--- config.mk ---
export PLATFORM = sky130hd
export DESIGN_NAME = program_sequencer
export DESIGN_NICKNAME = d
export VERILOG_FILES = /design/src/rtl/seq_pkg.sv /design/src/rtl/program_sequencer_prog_mem.sv /design/src/rtl/program_sequencer.sv
export SDC_FILE = /design/constraint.sdc
export NUM_CORES = 1
export LEC_CHECK = 0
export ABC_AREA = 1
export CAP_MARGIN = 0
export CORE_MARGIN = 2
export CORE_UTILIZATION = 45
export DETAILED_ROUTE_END_ITERATION = 10
export HOLD_SLACK_MARGIN = 0.12
export MAX_ROUTING_LAYER = met4
export SYNTH_ARGS = -nofsm -noshare
export SYNTH_HDL_FRONTEND = slang
export SYNTH_SLANG_ARGS = --single-unit
--- constraint.sdc ---
create_clock -name clk -period 2.62 [get_ports clk]
set_input_delay 0.524 -clock clk [delete_from_list [all_inputs] [get_ports clk]]
set_output_delay 0.524 -clock clk [all_outputs]
set_load 0.05 [all_outputs]
--- src/rtl/seq_pkg.sv ---
// ---------------------------------------------------------------------------
// seq_pkg
// Shared definitions for the program sequencer: opcode values, the NOP word,
// FSM state encoding and default parameter values.
// ---------------------------------------------------------------------------
package seq_pkg;

  // Default parameter values for program_sequencer
  localparam int INSTR_WIDTH_DEF = 20;
  localparam int ADDR_BITS_DEF   = 5;
  localparam int EXEC_CYCLES_DEF = 3;

  // Width of the per-instruction EXEC cycle counter (EXEC_CYCLES is 1..15)
  localparam int CNT_W = 4;

  // Control opcodes (top nibble of the instruction word)
  localparam logic [3:0] OP_JMP  = 4'hE;
  localparam logic [3:0] OP_HALT = 4'hF;

  // Word presented to the CPU outside EXEC (default width)
  localparam logic [INSTR_WIDTH_DEF-1:0] NOP = {INSTR_WIDTH_DEF{1'b0}};

  // Sequencer FSM states
  typedef enum logic [2:0] {
    ST_IDLE   = 3'd0,
    ST_FETCH  = 3'd1,
    ST_DECODE = 3'd2,
    ST_EXEC   = 3'd3,
    ST_DONE   = 3'd4
  } seq_state_e;

endpackage : seq_pkg

--- src/rtl/program_sequencer_prog_mem.sv ---
// ---------------------------------------------------------------------------
// prog_mem
// Program storage: 2^ADDR_BITS words of INSTR_WIDTH bits, one synchronous
// write port and one synchronous read port. The read register doubles as the
// sequencer's instruction register, so it is cleared by reset; the array
// itself is never reset so the program survives a reset.
//
// Ports:
//   clk    - clock
//   rst    - asynchronous active-low reset (read register only)
//   wen    - write strobe
//   waddr  - write address
//   wdata  - write data
//   ren    - read enable (loads rdata from mem[raddr])
//   raddr  - read address
//   rdata  - registered read data
// ---------------------------------------------------------------------------
module prog_mem #(
  parameter int ADDR_BITS   = 5,
  parameter int INSTR_WIDTH = 20
) (
  input  logic                   clk,
  input  logic                   rst,
  input  logic                   wen,
  input  logic [ADDR_BITS-1:0]   waddr,
  input  logic [INSTR_WIDTH-1:0] wdata,
  input  logic                   ren,
  input  logic [ADDR_BITS-1:0]   raddr,
  output logic [INSTR_WIDTH-1:0] rdata
);

  localparam int DEPTH = 1 << ADDR_BITS;

  logic [INSTR_WIDTH-1:0] mem_r [DEPTH];

  // Write port: storage array, intentionally not reset
  always_ff @(posedge clk) begin
    if (wen) begin
      mem_r[waddr] <= wdata;
    end
  end

  // Read port: registered read data, cleared by reset
  always_ff @(posedge clk or negedge rst) begin
    if (!rst) begin
      rdata <= {INSTR_WIDTH{1'b0}};
    end else if (ren) begin
      rdata <= mem_r[raddr];
    end else begin
      rdata <= rdata;
    end
  end

endmodule : prog_mem

--- src/rtl/program_sequencer.sv ---
// ---------------------------------------------------------------------------
// program_sequencer
// Steps through a small program memory and hands each instruction to a CPU
// for EXEC_CYCLES cycles. Control opcodes (JMP, HALT) are consumed in DECODE
// and never shown to the CPU. All outputs are registered.
//
// Ports:
//   clk         - clock, all state changes on the rising edge
//   rst         - asynchronous active-low reset
//   start       - begin execution at address 0 (sampled in IDLE)
//   halt_req    - stop at the next instruction boundary
//   end_addr    - last program address (sampled on the last EXEC cycle)
//   prog_wen    - program write strobe (honoured only in IDLE)
//   prog_addr   - program write address
//   prog_data   - program write data
//   instruction - IR during EXEC, zero (NOP) otherwise
//   instr_valid - high exactly during EXEC cycles
//   pc          - program counter
//   busy        - high in every state except IDLE
//   done        - one-cycle pulse in DONE
//   prog_err    - sticky flag: program write attempted while busy
// ---------------------------------------------------------------------------
module program_sequencer
  import seq_pkg::*;
#(
  parameter int INSTR_WIDTH = INSTR_WIDTH_DEF,
  parameter int ADDR_BITS   = ADDR_BITS_DEF,
  parameter int EXEC_CYCLES = EXEC_CYCLES_DEF
) (
  input  logic                   clk,
  input  logic                   rst,
  input  logic                   start,
  input  logic                   halt_req,
  input  logic [ADDR_BITS-1:0]   end_addr,
  input  logic                   prog_wen,
  input  logic [ADDR_BITS-1:0]   prog_addr,
  input  logic [INSTR_WIDTH-1:0] prog_data,
  output logic [INSTR_WIDTH-1:0] instruction,
  output logic                   instr_valid,
  output logic [ADDR_BITS-1:0]   pc,
  output logic                   busy,
  output logic                   done,
  output logic                   prog_err
);

  localparam logic [CNT_W-1:0] CNT_LAST = CNT_W'(EXEC_CYCLES - 1);

  seq_state_e             state_r;
  seq_state_e             state_s;
  logic [ADDR_BITS-1:0]   pc_r;
  logic [ADDR_BITS-1:0]   pc_s;
  logic [CNT_W-1:0]       cnt_r;
  logic [CNT_W-1:0]       cnt_s;
  logic [INSTR_WIDTH-1:0] ir_s;
  logic [3:0]             opcode_s;
  logic                   last_exec_s;
  logic                   mem_wen_s;
  logic                   fetch_s;

  logic [INSTR_WIDTH-1:0] instruction_r;
  logic                   instr_valid_r;
  logic                   busy_r;
  logic                   done_r;
  logic                   prog_err_r;

  assign opcode_s    = ir_s[INSTR_WIDTH-1 -: 4];
  assign last_exec_s = (cnt_r == CNT_LAST);
  assign mem_wen_s   = prog_wen && (state_r == ST_IDLE);
  assign fetch_s     = (state_r == ST_FETCH);

  // Program memory; its read register is the instruction register
  prog_mem #(
    .ADDR_BITS   (ADDR_BITS),
    .INSTR_WIDTH (INSTR_WIDTH)
  ) u_prog_mem (
    .clk   (clk),
    .rst   (rst),
    .wen   (mem_wen_s),
    .waddr (prog_addr),
    .wdata (prog_data),
    .ren   (fetch_s),
    .raddr (pc_r),
    .rdata (ir_s)
  );

  // Next-state, next-pc and EXEC counter logic
  always_comb begin
    state_s = state_r;
    pc_s    = pc_r;
    cnt_s   = cnt_r;
    case (state_r)
      ST_IDLE: begin
        if (start) begin
          pc_s    = {ADDR_BITS{1'b0}};
          state_s = ST_FETCH;
        end else begin
          state_s = ST_IDLE;
        end
      end
      ST_FETCH: begin
        state_s = ST_DECODE;
      end
      ST_DECODE: begin
        if (halt_req || (opcode_s == OP_HALT)) begin
          state_s = ST_DONE;
        end else if (opcode_s == OP_JMP) begin
          pc_s    = ir_s[ADDR_BITS-1:0];
          state_s = ST_FETCH;
        end else begin
          cnt_s   = {CNT_W{1'b0}};
          state_s = ST_EXEC;
        end
      end
      ST_EXEC: begin
        if (last_exec_s) begin
          if (halt_req || (pc_r == end_addr)) begin
            state_s = ST_DONE;
          end else begin
            // Natural modulo wrap: last address rolls over to 0
            pc_s    = pc_r + ADDR_BITS'(1'b1);
            state_s = ST_FETCH;
          end
        end else begin
          cnt_s = cnt_r + CNT_W'(1'b1);
        end
      end
      ST_DONE: begin
        state_s = ST_IDLE;
      end
      default: begin
        state_s = ST_IDLE;
        pc_s    = {ADDR_BITS{1'b0}};
        cnt_s   = {CNT_W{1'b0}};
      end
    endcase
  end

  // State, pc and counter registers
  always_ff @(posedge clk or negedge rst) begin
    if (!rst) begin
      state_r <= ST_IDLE;
      pc_r    <= {ADDR_BITS{1'b0}};
      cnt_r   <= {CNT_W{1'b0}};
    end else begin
      state_r <= state_s;
      pc_r    <= pc_s;
      cnt_r   <= cnt_s;
    end
  end

  // Output registers, decoded from the next state so they align with it;
  // in EXEC the IR is stable because it only loads during FETCH
  always_ff @(posedge clk or negedge rst) begin
    if (!rst) begin
      instruction_r <= {INSTR_WIDTH{1'b0}};
      instr_valid_r <= 1'b0;
      busy_r        <= 1'b0;
      done_r        <= 1'b0;
      prog_err_r    <= 1'b0;
    end else begin
      instruction_r <= (state_s == ST_EXEC) ? ir_s : {INSTR_WIDTH{1'b0}};
      instr_valid_r <= (state_s == ST_EXEC);
      busy_r        <= (state_s != ST_IDLE);
      done_r        <= (state_s == ST_DONE);
      prog_err_r    <= prog_err_r | (prog_wen && (state_r != ST_IDLE));
    end
  end

  assign instruction = instruction_r;
  assign instr_valid = instr_valid_r;
  assign pc          = pc_r;
  assign busy        = busy_r;
  assign done        = done_r;
  assign prog_err    = prog_err_r;

endmodule : program_sequencer

==> results.toml <==
[clock_network]
cts_buffers = 72
clock-root-buffer = "clkbuf_16"
h-tree-depth = 3
insertion_delay_ns = 0.61
cts_tree = "yes"
cts_max_path_buffers = 3
clkTransAtPathRegs_ns = 0.06
clock-sinks = 696

[place]
place.gp.congestion = 0.893
dp_hpwl_um = 45800
numPortBuffers = 63
place_area_mm2 = 0.0317

[routing]
drtIter0Drc = 1718
route.detailed.drc = 0
vias = 19400
drt-pass1-iter-count = 6
via_per_inst = 5.26
ant_nets = 0
drt-total-wl_um = 75700
wl_per_cell_um = 20.5

[sta]
post-route-min-period_ns = 2.48
fin_skew_ns = 0.0250
setup_viol = 0
grt_setup_unrepaired = "no"
finalHoldViolations = 0
slew_headroom_pct = 57.2
tightest_slew_ns = 0.641
fmax_mhz = 404
finalMaxSlewViolations = 0
tns_ns = 0
fin_crit_sh_pct = 94.5

[logic_synthesis]
synth_area_per_cell_um2 = 11.0
ys_seq_area_share_pct = 70.8
synth_seq_cells = 696
post_synth_instance_area_mm2 = 0.0291
syn_inst = 2654
synth_ff_type = "edfxtp_1"
async_flop_share_pct = 8.05
yosysWarnings = 0
synth_cell_types = 31
syn-num-nets = 2692
synth_edf_count = 640

[global_route]
grt_pass1_vias = 19200
gr-total-overflow = 0
track_usage_pct = 23.6
grt_pass1_wl_um = 116000
grt_start_max_net_pins = 100
antenna_found_initial = 3

[floorplanning]
dieArea_mm2 = 0.0668
core_mm2 = 0.0642
fp.dieW_um = 258
die_h_um = 258
placementRows = 93
initial_core_util_pct = 45.4
io_pins = 64

[pwr]
p_leak_nw = 13.4
power_mw = 29.9
power_density_mw_per_mm2 = 880
peakVddDrop_v = 0.000615

[final_layout]
stdcell_area_mm2 = 0.0340
final_core_util_pct = 52.9
syn2layout_area_growth_pct = 16.7
drive_gt1_share_pct = 12.0
nets = 2807

[setup_path]
max_stage_delay_ns = 0.47
worstRegToRegCells = 7
cp_data_required_time_ns = 2.92
crit_family = "simple AND/OR/NAND/NOR gates"
startpoint_type = "flip-flop"
r2r_start = "state_r[2]"
path_cells = "nor3_1 > inv_1 > nor2_1 > buf_4 > nand2_1 > nor2_2 > buf_12"
crit_fanout = 20
r2r-end = "u_prog_mem.mem_r[28][0]"
endpoint_kind = "flip-flop"
critPathArrivalTime_ns = 2.77
worst-path-buf-inv = 3
crit_type = "reg -> reg"
ff2ff_setup_slack_ns = 0.14
crit_slowest_cell = "dfrtp_1"

[flow_run]
drv_cap = 0

[hold_path]
hold_path_class = "in -> async"

[outcome]
outcome = "finished clean"
## cells by family after synthesis
group	count (synthesis)	synth area share, %
flip-flops	696	70.8
buffers and inverters	458	6.31
XOR/XNOR	3	0.0902
AND/OR/NAND/NOR	1461	22.0
AO/OA/AOI/OAI	33	0.709
adder cells (fa/ha/maj)	3	0.129
## registers in the layout (all words and copies together) (netlist names)
signal	flops
busy	1
u_prog_mem.rdata	20
state_r	3
instruction	20
cnt_r	4
instr_valid	1
prog_err	1
u_prog_mem.mem_r	640
done	1
pc	5
## metal layers
| metal | GRT usage [%] | wire (um) |
|---|---|---|
| met4 | 7.42 | 1970 |
| met1 | 31.3 | 32400 |
| met3 | 3.44 | 4840 |
| met2 | 37.8 | 36500 |
| met5 | - | 0 |
## where the power goes
part,total (mW),internal [mW],switching [mW],leakage [nW]
logic,7.21,2.14,5.07,5.84
clock network,9.90,5.70,4.19,1.13
registers,12.8,12.6,0.249,6.48
## final cells by class
| cell class | count | area (um2) |
|---|---|---|
| Fill cell | 5513 | 30200 |
| Sequential cell | 696 | 20600 |
| Multi-Input combinational cell | 1500 | 6760 |
| Clock buffer | 99 | 2060 |
| Timing Repair Buffer | 184 | 2050 |
| Inverter | 315 | 1200 |
| Tap cell | 855 | 1070 |
| Clock inverter | 34 | 220 |
| Antenna cell | 3 | 7.51 |
## placed cells by master (no fill, tap or decap), drive strengths merged, types with 6 or more instances in the layout
| master | Yosys | routed |
|---|---|---|
| nor3 | 6 | 6 |
| nand3 | 574 | 574 |
| or2 | 62 | 62 |
| o21ai | 10 | 10 |
| clkdlybuf4s50 | 0 | 57 |
| clkbuf | 30 | 99 |
| o211ai | 12 | 12 |
| nor2 | 63 | 63 |
| edfxtp | 640 | 640 |
| nand2 | 753 | 753 |
| dfrtp | 56 | 56 |
| buf | 113 | 126 |
| clkinv | 0 | 31 |
| inv | 315 | 315 |
## cells in the mapped netlist, types with 2 or more instances
library cell | number | area (um2)
edfxtp_1 | 640 | 19200
o21ai_0 | 8 | 40.0
nand4_1 | 2 | 12.5
buf_1 | 28 | 105
or2_2 | 62 | 388
o22ai_1 | 3 | 18.8
nor2_1 | 62 | 233
o21ai_1 | 2 | 10.0
inv_1 | 310 | 1160
clkbuf_1 | 30 | 113
buf_4 | 3 | 22.5
ha_1 | 3 | 37.5
buf_2 | 81 | 405
o211ai_1 | 12 | 90.1
xor2_1 | 2 | 17.5
a21oi_1 | 5 | 25.0
nand2_1 | 751 | 2820
nor3_1 | 4 | 20.0
inv_2 | 5 | 18.8
dfrtp_1 | 56 | 1400
nand3_1 | 574 | 2870
nand2_2 | 2 | 12.5
## how the worst max path moves through the flow
| stage | start | to | slack (ns) | cells after the start |
|---|---|---|---|---|
| floorplan | state_r[2] | u_prog_mem.mem_r[10][0] | 0.19 | 5 |
| global placement | prog_wen | u_prog_mem.mem_r[4][13] | -0.002 | 7 |
| detailed placement | prog_wen | u_prog_mem.mem_r[12][13] | 0.02 | 7 |
| CTS | state_r[2] | u_prog_mem.mem_r[4][13] | 0.09 | 7 |
| global route | state_r[2] | u_prog_mem.mem_r[4][14] | 0.02 | 7 |
| finish | state_r[2] | u_prog_mem.mem_r[28][0] | 0.14 | 7 |
## metrics by stage
stage / std cells / setup WS (ns) / hold slack [ns]
after detailed placement: 3547 / 0.0248 / 0.469
after global routing: 3686 / 0.0220 / 0.498
final: 3686 / 0.144 / 0.445
after floorplan: 2654 / 0.194 / 0.228
after global placement: 3547 / -0.00248 / 0.472
after CTS: 3683 / 0.0864 / 0.422
## what timing repair did
item                                    CTS  global route
buffers inserted                          2             0
resized for setup                         1             0
hold endpoints to repair                 24             0
endpoints found under the setup margin    1             0
hold buffers                              1             0
(Power assumes the default switching activity.)
